[src/rtl/uart_defs_pkg.sv]
// Shared definitions for the UART RX dequeue-side controller.
//   RxCtrlState_t  : read sequencer states
//   RX_IRQ_*       : bit positions inside irq_status / irq_mask / irq_clr
//   RxIrqStatus_t  : packed view of the 3-bit status vector
package uart_defs;

  typedef enum logic [1:0] {
    IDLE  = 2'd0,
    FETCH = 2'd1,
    RESP  = 2'd2
  } RxCtrlState_t;

  localparam int unsigned RX_IRQ_THRESH  = 0;
  localparam int unsigned RX_IRQ_TIMEOUT = 1;
  localparam int unsigned RX_IRQ_OVERRUN = 2;

  typedef struct packed {
    logic overrun;
    logic timeout;
    logic thresh;
  } RxIrqStatus_t;

endpackage

[src/rtl/uart_rx_timeout.sv]
// Character-timeout tick counter.
//   clk, rst : clock, async active-high reset
//   clr      : restart counting from zero (priority over tick)
//   tick     : one baud period elapsed
//   limit    : ticks until firing; 0 disables
//   fire     : one-cycle pulse on the tick that reaches the limit; the
//              counter then saturates until the next clr
module uart_rx_timeout #(
  parameter int unsigned TO_W = 8
) (
  input  logic            clk,
  input  logic            rst,
  input  logic            clr,
  input  logic            tick,
  input  logic [TO_W-1:0] limit,
  output logic            fire
);

  logic [TO_W-1:0] cnt;
  logic            sat;
  logic            armed;

  assign armed = tick & ~clr & ~sat & (limit != '0);
  // >= rather than == so a limit lowered below the running count still fires
  assign fire  = armed & (cnt >= limit - TO_W'(1));

  always_ff @(posedge clk or posedge rst) begin
    if (rst) begin
      cnt <= '0;
      sat <= 1'b0;
    end else if (clr) begin
      cnt <= '0;
      sat <= 1'b0;
    end else if (fire) begin
      sat <= 1'b1;
    end else if (armed) begin
      cnt <= cnt + TO_W'(1);
    end
  end

endmodule

[src/rtl/uart_rx_ctrl.sv]
// Dequeue-side controller of the UART RX async FIFO.
// Tracks occupancy, turns single-byte register reads into FIFO pops, and
// raises threshold / character-timeout / overrun status plus FIFO flush.
//   enable, rx_push, baud_tick          : RX path control and events
//   fifo_data/valid/ready, fifo_flush   : FIFO dequeue port
//   thresh, timeout_bits                : level threshold, idle timeout
//   rd_req, rd_data, rd_valid, rd_empty : register-side read handshake
//   flush_req                           : flush request
//   irq_mask, irq_clr, irq_status, irq  : {overrun, timeout, thresh}
//   level                               : current occupancy
module uart_rx_ctrl
  import uart_defs::*;
#(
  parameter int unsigned DEPTH = 8,
  parameter int unsigned TO_W  = 8
) (
  input  logic                   clk,
  input  logic                   rst,
  input  logic                   enable,
  input  logic                   rx_push,
  input  logic                   baud_tick,
  input  logic [7:0]             fifo_data,
  input  logic                   fifo_valid,
  output logic                   fifo_ready,
  output logic                   fifo_flush,
  input  logic [$clog2(DEPTH):0] thresh,
  input  logic [TO_W-1:0]        timeout_bits,
  input  logic                   rd_req,
  output logic [7:0]             rd_data,
  output logic                   rd_valid,
  output logic                   rd_empty,
  input  logic                   flush_req,
  input  logic [2:0]             irq_mask,
  input  logic [2:0]             irq_clr,
  output logic [2:0]             irq_status,
  output logic                   irq,
  output logic [$clog2(DEPTH):0] level
);

  localparam int unsigned LW = $clog2(DEPTH) + 1;

  RxCtrlState_t state, state_nx;
  logic         push, pop, push_ok, ovr_set, to_fire, to_clr;
  logic         ld_data, ld_empty, empty_q, thr_hit;
  logic [2:0]   sticky_q, sticky_set;
  RxIrqStatus_t status;

  assign push    = rx_push & enable;
  assign pop     = fifo_valid & fifo_ready;
  assign push_ok = push & (level < LW'(DEPTH));
  assign ovr_set = push & (level == LW'(DEPTH)) & ~flush_req;

  always_ff @(posedge clk or posedge rst) begin
    if (rst)                  level <= '0;
    else if (flush_req)       level <= '0;
    else if (push_ok & ~pop)  level <= level + LW'(1);
    else if (~push_ok & pop)  level <= level - LW'(1);
  end

  always_comb begin
    state_nx   = state;
    fifo_ready = 1'b0;
    ld_data    = 1'b0;
    ld_empty   = 1'b0;
    case (state)
      IDLE: begin
        if (rd_req) begin
          if (level != '0) begin
            state_nx = FETCH;
          end else begin
            state_nx = RESP;
            ld_empty = 1'b1;
          end
        end
      end
      FETCH: begin
        fifo_ready = 1'b1;
        if (fifo_valid) begin
          ld_data  = 1'b1;
          state_nx = RESP;
        end
      end
      RESP:    state_nx = IDLE;
      default: state_nx = IDLE;
    endcase
    if (flush_req) begin
      state_nx = IDLE;
      ld_data  = 1'b0;
      ld_empty = 1'b0;
    end
  end

  always_ff @(posedge clk or posedge rst) begin
    if (rst) begin
      state      <= IDLE;
      rd_data    <= '0;
      empty_q    <= 1'b0;
      fifo_flush <= 1'b0;
    end else begin
      state      <= state_nx;
      fifo_flush <= flush_req;
      if (ld_data) begin
        rd_data <= fifo_data;
        empty_q <= 1'b0;
      end else if (ld_empty) begin
        rd_data <= '0;
        empty_q <= 1'b1;
      end
    end
  end

  assign rd_valid = (state == RESP);
  assign rd_empty = rd_valid & empty_q;

  assign to_clr = push | pop | flush_req | (level == '0) | ~enable;

  uart_rx_timeout #(
    .TO_W (TO_W)
  ) u_timeout (
    .clk   (clk),
    .rst   (rst),
    .clr   (to_clr),
    .tick  (baud_tick),
    .limit (timeout_bits),
    .fire  (to_fire)
  );

  always_comb begin
    sticky_set                 = '0;
    sticky_set[RX_IRQ_TIMEOUT] = to_fire;
    sticky_set[RX_IRQ_OVERRUN] = ovr_set;
  end

  // Set wins over clear. Bit 0 never sets, so irq_clr[0] is a no-op and the
  // thresh status stays purely level-driven.
  always_ff @(posedge clk or posedge rst) begin
    if (rst) sticky_q <= '0;
    else     sticky_q <= sticky_set | (sticky_q & ~irq_clr);
  end

  assign thr_hit = (thresh != '0) & (level >= thresh);

  always_comb begin
    status        = RxIrqStatus_t'(sticky_q);
    status.thresh = status.thresh | thr_hit;
  end

  assign irq_status = status;

  always_ff @(posedge clk or posedge rst) begin
    if (rst) irq <= 1'b0;
    else     irq <= |(irq_status & irq_mask);
  end

endmodule

[config.mk]
export PLATFORM = sky130hd
export DESIGN_NAME = uart_rx_ctrl
export DESIGN_NICKNAME = d
export VERILOG_FILES = /design/src/rtl/uart_defs_pkg.sv /design/src/rtl/uart_rx_timeout.sv /design/src/rtl/uart_rx_ctrl.sv
export SDC_FILE = /design/constraint.sdc
export NUM_CORES = 1
export LEC_CHECK = 0
export CORE_MARGIN = 4
export CORE_UTILIZATION = 40
export CTS_CLUSTER_DIAMETER = 60
export DETAILED_ROUTE_END_ITERATION = 6
export PLACE_DENSITY = 0.79
export SLEW_MARGIN = 10
export SYNTH_ARGS = -nofsm -noshare
export SYNTH_HDL_FRONTEND = slang
export SYNTH_SLANG_ARGS = --single-unit
export TNS_END_PERCENT = 100
[constraint.sdc]
create_clock -name clk -period 2.8 [get_ports clk]
set_input_delay 0.42 -clock clk [delete_from_list [all_inputs] [get_ports clk]]
set_output_delay 0.42 -clock clk [all_outputs]
set_load 0.005 [all_outputs]
# ---- Word-level counts from Yosys, hierarchy flattened
# Cells that the tools add are included.
dict set report totals {
  regBits 29
  latchBits 0
  ram_bits 0
  mem_bits_ro 0
  in_bits 34
  output_inout_bits 20
  elab_cells 87
  memories 0
}
dict set report op_classes {
  add_sub_neg 4
  mul 0
  div 0
  order_cmp 3
  eq_ne 6
  shift 0
  mux 25
  bitwise 28
  reduce_logical 12
}
# operator count
set ops {}
lappend ops {{$mux W8} 5}
lappend ops {{$and A1 B1 Y1} 13}
lappend ops {{$mux W1} 12}
lappend ops {{$mux W4} 3}
lappend ops {{$add A8 B1 Y8 const B} 1}
lappend ops {{$ge A8 B8 Y1} 1}
lappend ops {{$mux W2} 4}
lappend ops {{$reduce_bool A4 Y1} 2}
lappend ops {{$reduce_bool A8 Y1} 1}
lappend ops {{$sub A8 B1 Y8 const B} 1}
lappend ops {{$and A3 B3 Y3} 2}
lappend ops {{$ne A3 B3 Y1 const B} 2}
lappend ops {{$not A1 Y1} 6}
lappend ops {{$reduce_bool A2 Y1} 3}
lappend ops {{$or A1 B1 Y1} 5}
lappend ops {{$add A4 B1 Y4 const B} 1}
lappend ops {{$eq A4 B4 Y1 const B} 1}
lappend ops {{$ge A4 B4 Y1} 1}
lappend ops {{$logic_not A4 Y1} 1}
lappend ops {{$lt A4 B4 Y1 const B} 1}
lappend ops {{$pmux W2 S2} 1}
lappend ops {{$reduce_and A2 Y1} 2}
lappend ops {{$sub A4 B1 Y4 const B} 1}
lappend ops {{$not A3 Y3} 1}
lappend ops {{7 further kinds} 7}

# ---- Depth between registers and ports, before layout
dict set report depth {
  word_depth 14
  ltp_mapped 11
  mapped_depth_nobuf 11
}

# ---- Hierarchy
# From an unflattened synthesis, not the netlist that was laid out.
dict set report unflattened {
  hier_cells 206
  area_unflattened_um2 1946.9
}
# mod n_inst cells_each area_each_um2 seq_area_each_um2
set modules_own_cells {}
lappend modules_own_cells {uart_rx_ctrl 1 114 1124.8 500.5}
lappend modules_own_cells {uart_rx_timeout 1 92 822.0 225.2}

# ---- Least setup slack after synthesis
# Ideal clock, no wire load.
dict set report synth_timing {
  path_type {input to register}
  startpoint {input timeout_bits[0]}
  endpoint {register u_timeout.cnt[4]}
  setup_time_ps 120
  arrival_ps 2491
  required_time_ps 2680
  path_slack_ps 190
  stages 10
  n_path_buf 0
  path_cell_list {inv_1 -> ha_1 -> nand2b_1 -> nor4_1 -> xnor2_1 -> ha_1 -> a41oi_2 -> a21boi_0 -> nand3_1 -> a31o_1}
}
dict set report synth_between {
  elab_chain_len 5
  elab_cells_between_ends 8
  classes_between {add/sub (1); order compare (1); eq/ne (1); bitwise (2); reduce/logical (3)}
}
# element line
set synth_lines {}
lappend synth_lines {{start: declaration} uart_rx_ctrl.sv:27} ;# input logic [TO_W-1:0] timeout_bits,
lappend synth_lines {{$sub A8 B1 Y8 / $reduce_bool A8 Y1 (equally long branches)} {uart_rx_timeout.sv:25, uart_rx_timeout.sv:23}}
lappend synth_lines {{$ge A8 B8 Y1 / $and A1 B1 Y1 (equally long branches)} {uart_rx_timeout.sv:25, uart_rx_timeout.sv:23}}
lappend synth_lines {{$and A1 B1 Y1} uart_rx_timeout.sv:25} ;# assign fire = armed & (cnt >= limit - TO_W'(1));
lappend synth_lines {{$ne A2 B1 Y1 (no source line)} -}
lappend synth_lines {{$reduce_and A2 Y1 (no source line) *} -}
lappend synth_lines {{end signal: assignment} uart_rx_timeout.sv:37} ;# cnt <= cnt + TO_W'(1);
lappend synth_lines {{end: declaration} uart_rx_timeout.sv:19} ;# logic [TO_W-1:0] cnt;
# Mark *: on every way between the ends. The rest lies on a longest branch, timed or not.
# A chain may end at the register's enable or synchronous reset.

# ---- Final worst setup path
dict set report layout_timing {
  startpoint {input timeout_bits[0]}
  endpoint {register u_timeout.cnt[5]}
}
# Same word-level chain as after synthesis.

==> flow_metrics.env <==
export IMPL_synthesis_instances=198
export IMPL_met1_usage_pct=21.5
export IMPL_drive_gt1_share_pct=16.0
export IMPL_finalSetupViolCount=0
export IMPL_crit_required_ns=2.94
export IMPL_worst_pin_slew_ns=0.620
export IMPL_path_class="input port to flip-flop"
export IMPL_finalCritPeriodShare_pct=94.9
export IMPL_rsz0062_at_grt="no"
export IMPL_grt_use_met3_pct=4.52
export IMPL_yosysTopAreaCell="dfrtp_1"
export IMPL_ys_seq_elements=29
export IMPL_tritoncts="yes"
export IMPL_status="finished clean"
export IMPL_fin_cells=342
export IMPL_busiest_layer="met2"
export IMPL_final_nets=326
export IMPL_die_area_um2=6080
export IMPL_synth_async_reset_ratio_pct=100
export IMPL_viasPerCell=5.18
export IMPL_grt_met2_usage_pct=27.5
export IMPL_synth_most_common_cell="dfrtp_1"
export IMPL_drcViolationCount=0
export IMPL_holdCritPathClass="flip-flop to flip-flop"
export IMPL_ys_top_cells_by_count="dfrtp_1, nand2_1, ha_1"
export IMPL_relSlewSlack_pct=58.5
export IMPL_regArea_um2=726
export IMPL_ys_seq_area_share_pct=37.1
export IMPL_dp_cells=334
export IMPL_cts_clk_slew_worst_paths_ns=0.06
export IMPL_core_um2=4720
export IMPL_drt_total_wl_um=4740
export IMPL_initial_utilization_pct=41.5
export IMPL_synth_net_count=250
export IMPL_hold_violations=0
export IMPL_die_w_um=78.0
export IMPL_pwr_density_cell_nw_per_um2=482
export IMPL_grt_overflow_total=0
export IMPL_cts_buffer_depth=2
export IMPL_grt_pass1_wl_um=8220
export IMPL_worst_slack_ns=0.142
export IMPL_drv_slew=0
export IMPL_pin_count=54
export IMPL_arrival_ns=2.80
export IMPL_synth_edf_count=0
export IMPL_dr_pass1_iters=4
export IMPL_synthTopCellsByArea="dfrtp_1, ha_1, a22o_1"
export IMPL_row_count=25
export IMPL_cts_root_buffer_cell="clkbuf_8"
export IMPL_dp_slack_ns=-0.162
export IMPL_clkSinkCount=29
export IMPL_skew_ns=0.00536
export IMPL_hold_ws_ns=0.494
export IMPL_max_cap_violations=0
export IMPL_place_gp_congestion=0.912
export IMPL_finalCriticalPeriod_ns=2.66
export IMPL_avgSynthCellArea_um2=9.89
export IMPL_place_detailed_hpwl_um=3610
export IMPL_drt_wirelength_per_cell_um=13.9
export IMPL_synth_top_area_share_pct=37.1
export IMPL_vias=1771
export IMPL_synthesis_area_um2=1960
export IMPL_synthDistinctLibCells=50
export IMPL_nFillCells=414
export IMPL_start_kind="input port"
export IMPL_power_leakage_nw=1.26
export IMPL_grt_max_degree=30
export IMPL_cts_buffers=5
export IMPL_drtIter0Drc=129
export IMPL_multi_input_area_um2=1180
export IMPL_path_max_fanout=7
export IMPL_htreeDepth=2
export IMPL_fmax_mhz=376
export IMPL_post_cts_buffers=0
export IMPL_ant_nets=0
export IMPL_end_kind="flip-flop"
export IMPL_grt_usage_pct=16.7
export IMPL_ys_warn_count=0
export IMPL_syn_to_final_growth_pct=43.2
export IMPL_grt_antenna_before_repair=0
export IMPL_port_buffers=53
export IMPL_peakVddDrop_mv=0.315
export IMPL_clock_latency_ns=0.28
export IMPL_grt_pass1_vias=1808
export IMPL_ys_flop_type="dfrtp_1"
export IMPL_diodes=0
export IMPL_chipHeight_um=78.0
export IMPL_power_mw=1.35
==> layout by cell type, fill, tap and decap left out, drive strengths merged, types with 8 or more instances in the layout <==
| master | instances |
|---|---|
| ha | 17 |
| dfrtp | 29 |
| o21ai | 9 |
| a22o | 8 |
| xnor2 | 8 |
| clkdlybuf4s50 | 52 |
| nor2 | 16 |
| inv | 13 |
| nand2 | 18 |
| buf | 20 |
==> cell families after synthesis <==
logic type      after synthesis  share of synthesized area, %
simple gates                 79                          23.4
fa+ha+maj                    18                          11.9
xor+xnor                     10                          4.47
mux                           4                          2.04
buf+inv                      17                          4.41
flops                        29                          37.1
compound gates               41                          16.7
==> report_power, final <==
part           internal, mW  switching, mW  total, mW
clock network         0.172          0.158      0.330
logic                 0.293          0.192      0.486
registers             0.480         0.0560      0.536
total                 0.945          0.407       1.35
==> worst paths after layout <==
path | from | endpoint | depth (start not counted) | slack (ns)
worst min-delay path | u_timeout.sat | u_timeout.sat | 2 | 0.49
worst max register to register | level[3] | level[3] | 7 | 0.58
min in group asynchronous | rst | rd_data[0] | 3 | 0.51
worst min register to register | u_timeout.sat | u_timeout.sat | 2 | 0.49
worst max-delay path | timeout_bits[0] | u_timeout.cnt[5] | 13 | 0.14
max in group asynchronous | rst | empty_q | 3 | 2.01
==> sequential cells by signal, summed over array words and instances, names as in the netlist <==
register / flops
irq: 1
rd_data: 8
fifo_flush: 1
sticky_q: 3
u_timeout.cnt: 8
u_timeout.sat: 1
empty_q: 1
level: 4
state: 2
==> metrics by stage <==
step	TNS (ns)	util, %	instance area, µm²
after floorplan	0	-	1960
after global placement	-0.523	56.8	2690
after detailed placement	-0.822	56.8	2690
after CTS	0	58.6	2770
after global routing	0	59.4	2800
final	0	59.4	2800
==> per-layer routing <==
layer  vias up  share of wire [%]
met5         -                  0
met4         0               0.55
met3         2                5.5
met2        58                 50
met1       832                 44
li1        879                  -
==> repair_timing <==
action | in CTS | in global routing
setup endpoints to repair | 0 | 8
resized for setup | 0 | 7
hold buffers | 0 | 0
==> final cells by class <==
| class | count | area share [%] |
|---|---|---|
| Clock buffer | 6 | 2.59 |
| Clock inverter | 2 | 0.357 |
| Timing Repair Buffer | 73 | 24.4 |
| Tap cell | 67 | 2.99 |
| Multi-Input combinational cell | 152 | 42.1 |
| Sequential cell | 29 | 25.9 |
| Inverter | 13 | 1.74 |
==> critical path, cell delays in order <==
cell             delay (ns)
clkdlybuf4s50_1        0.44
inv_1                  0.10
ha_1                   0.18
nand2b_1               0.09
nor4_2                 0.17
xnor2_1                0.15
ha_1                   0.28
a41oi_2                0.20
a21boi_0               0.20
buf_4                  0.18
o32ai_2                0.10
o21ai_0                0.18
o211ai_1               0.12
No activity file was read; power rests on OpenSTA's default activity.
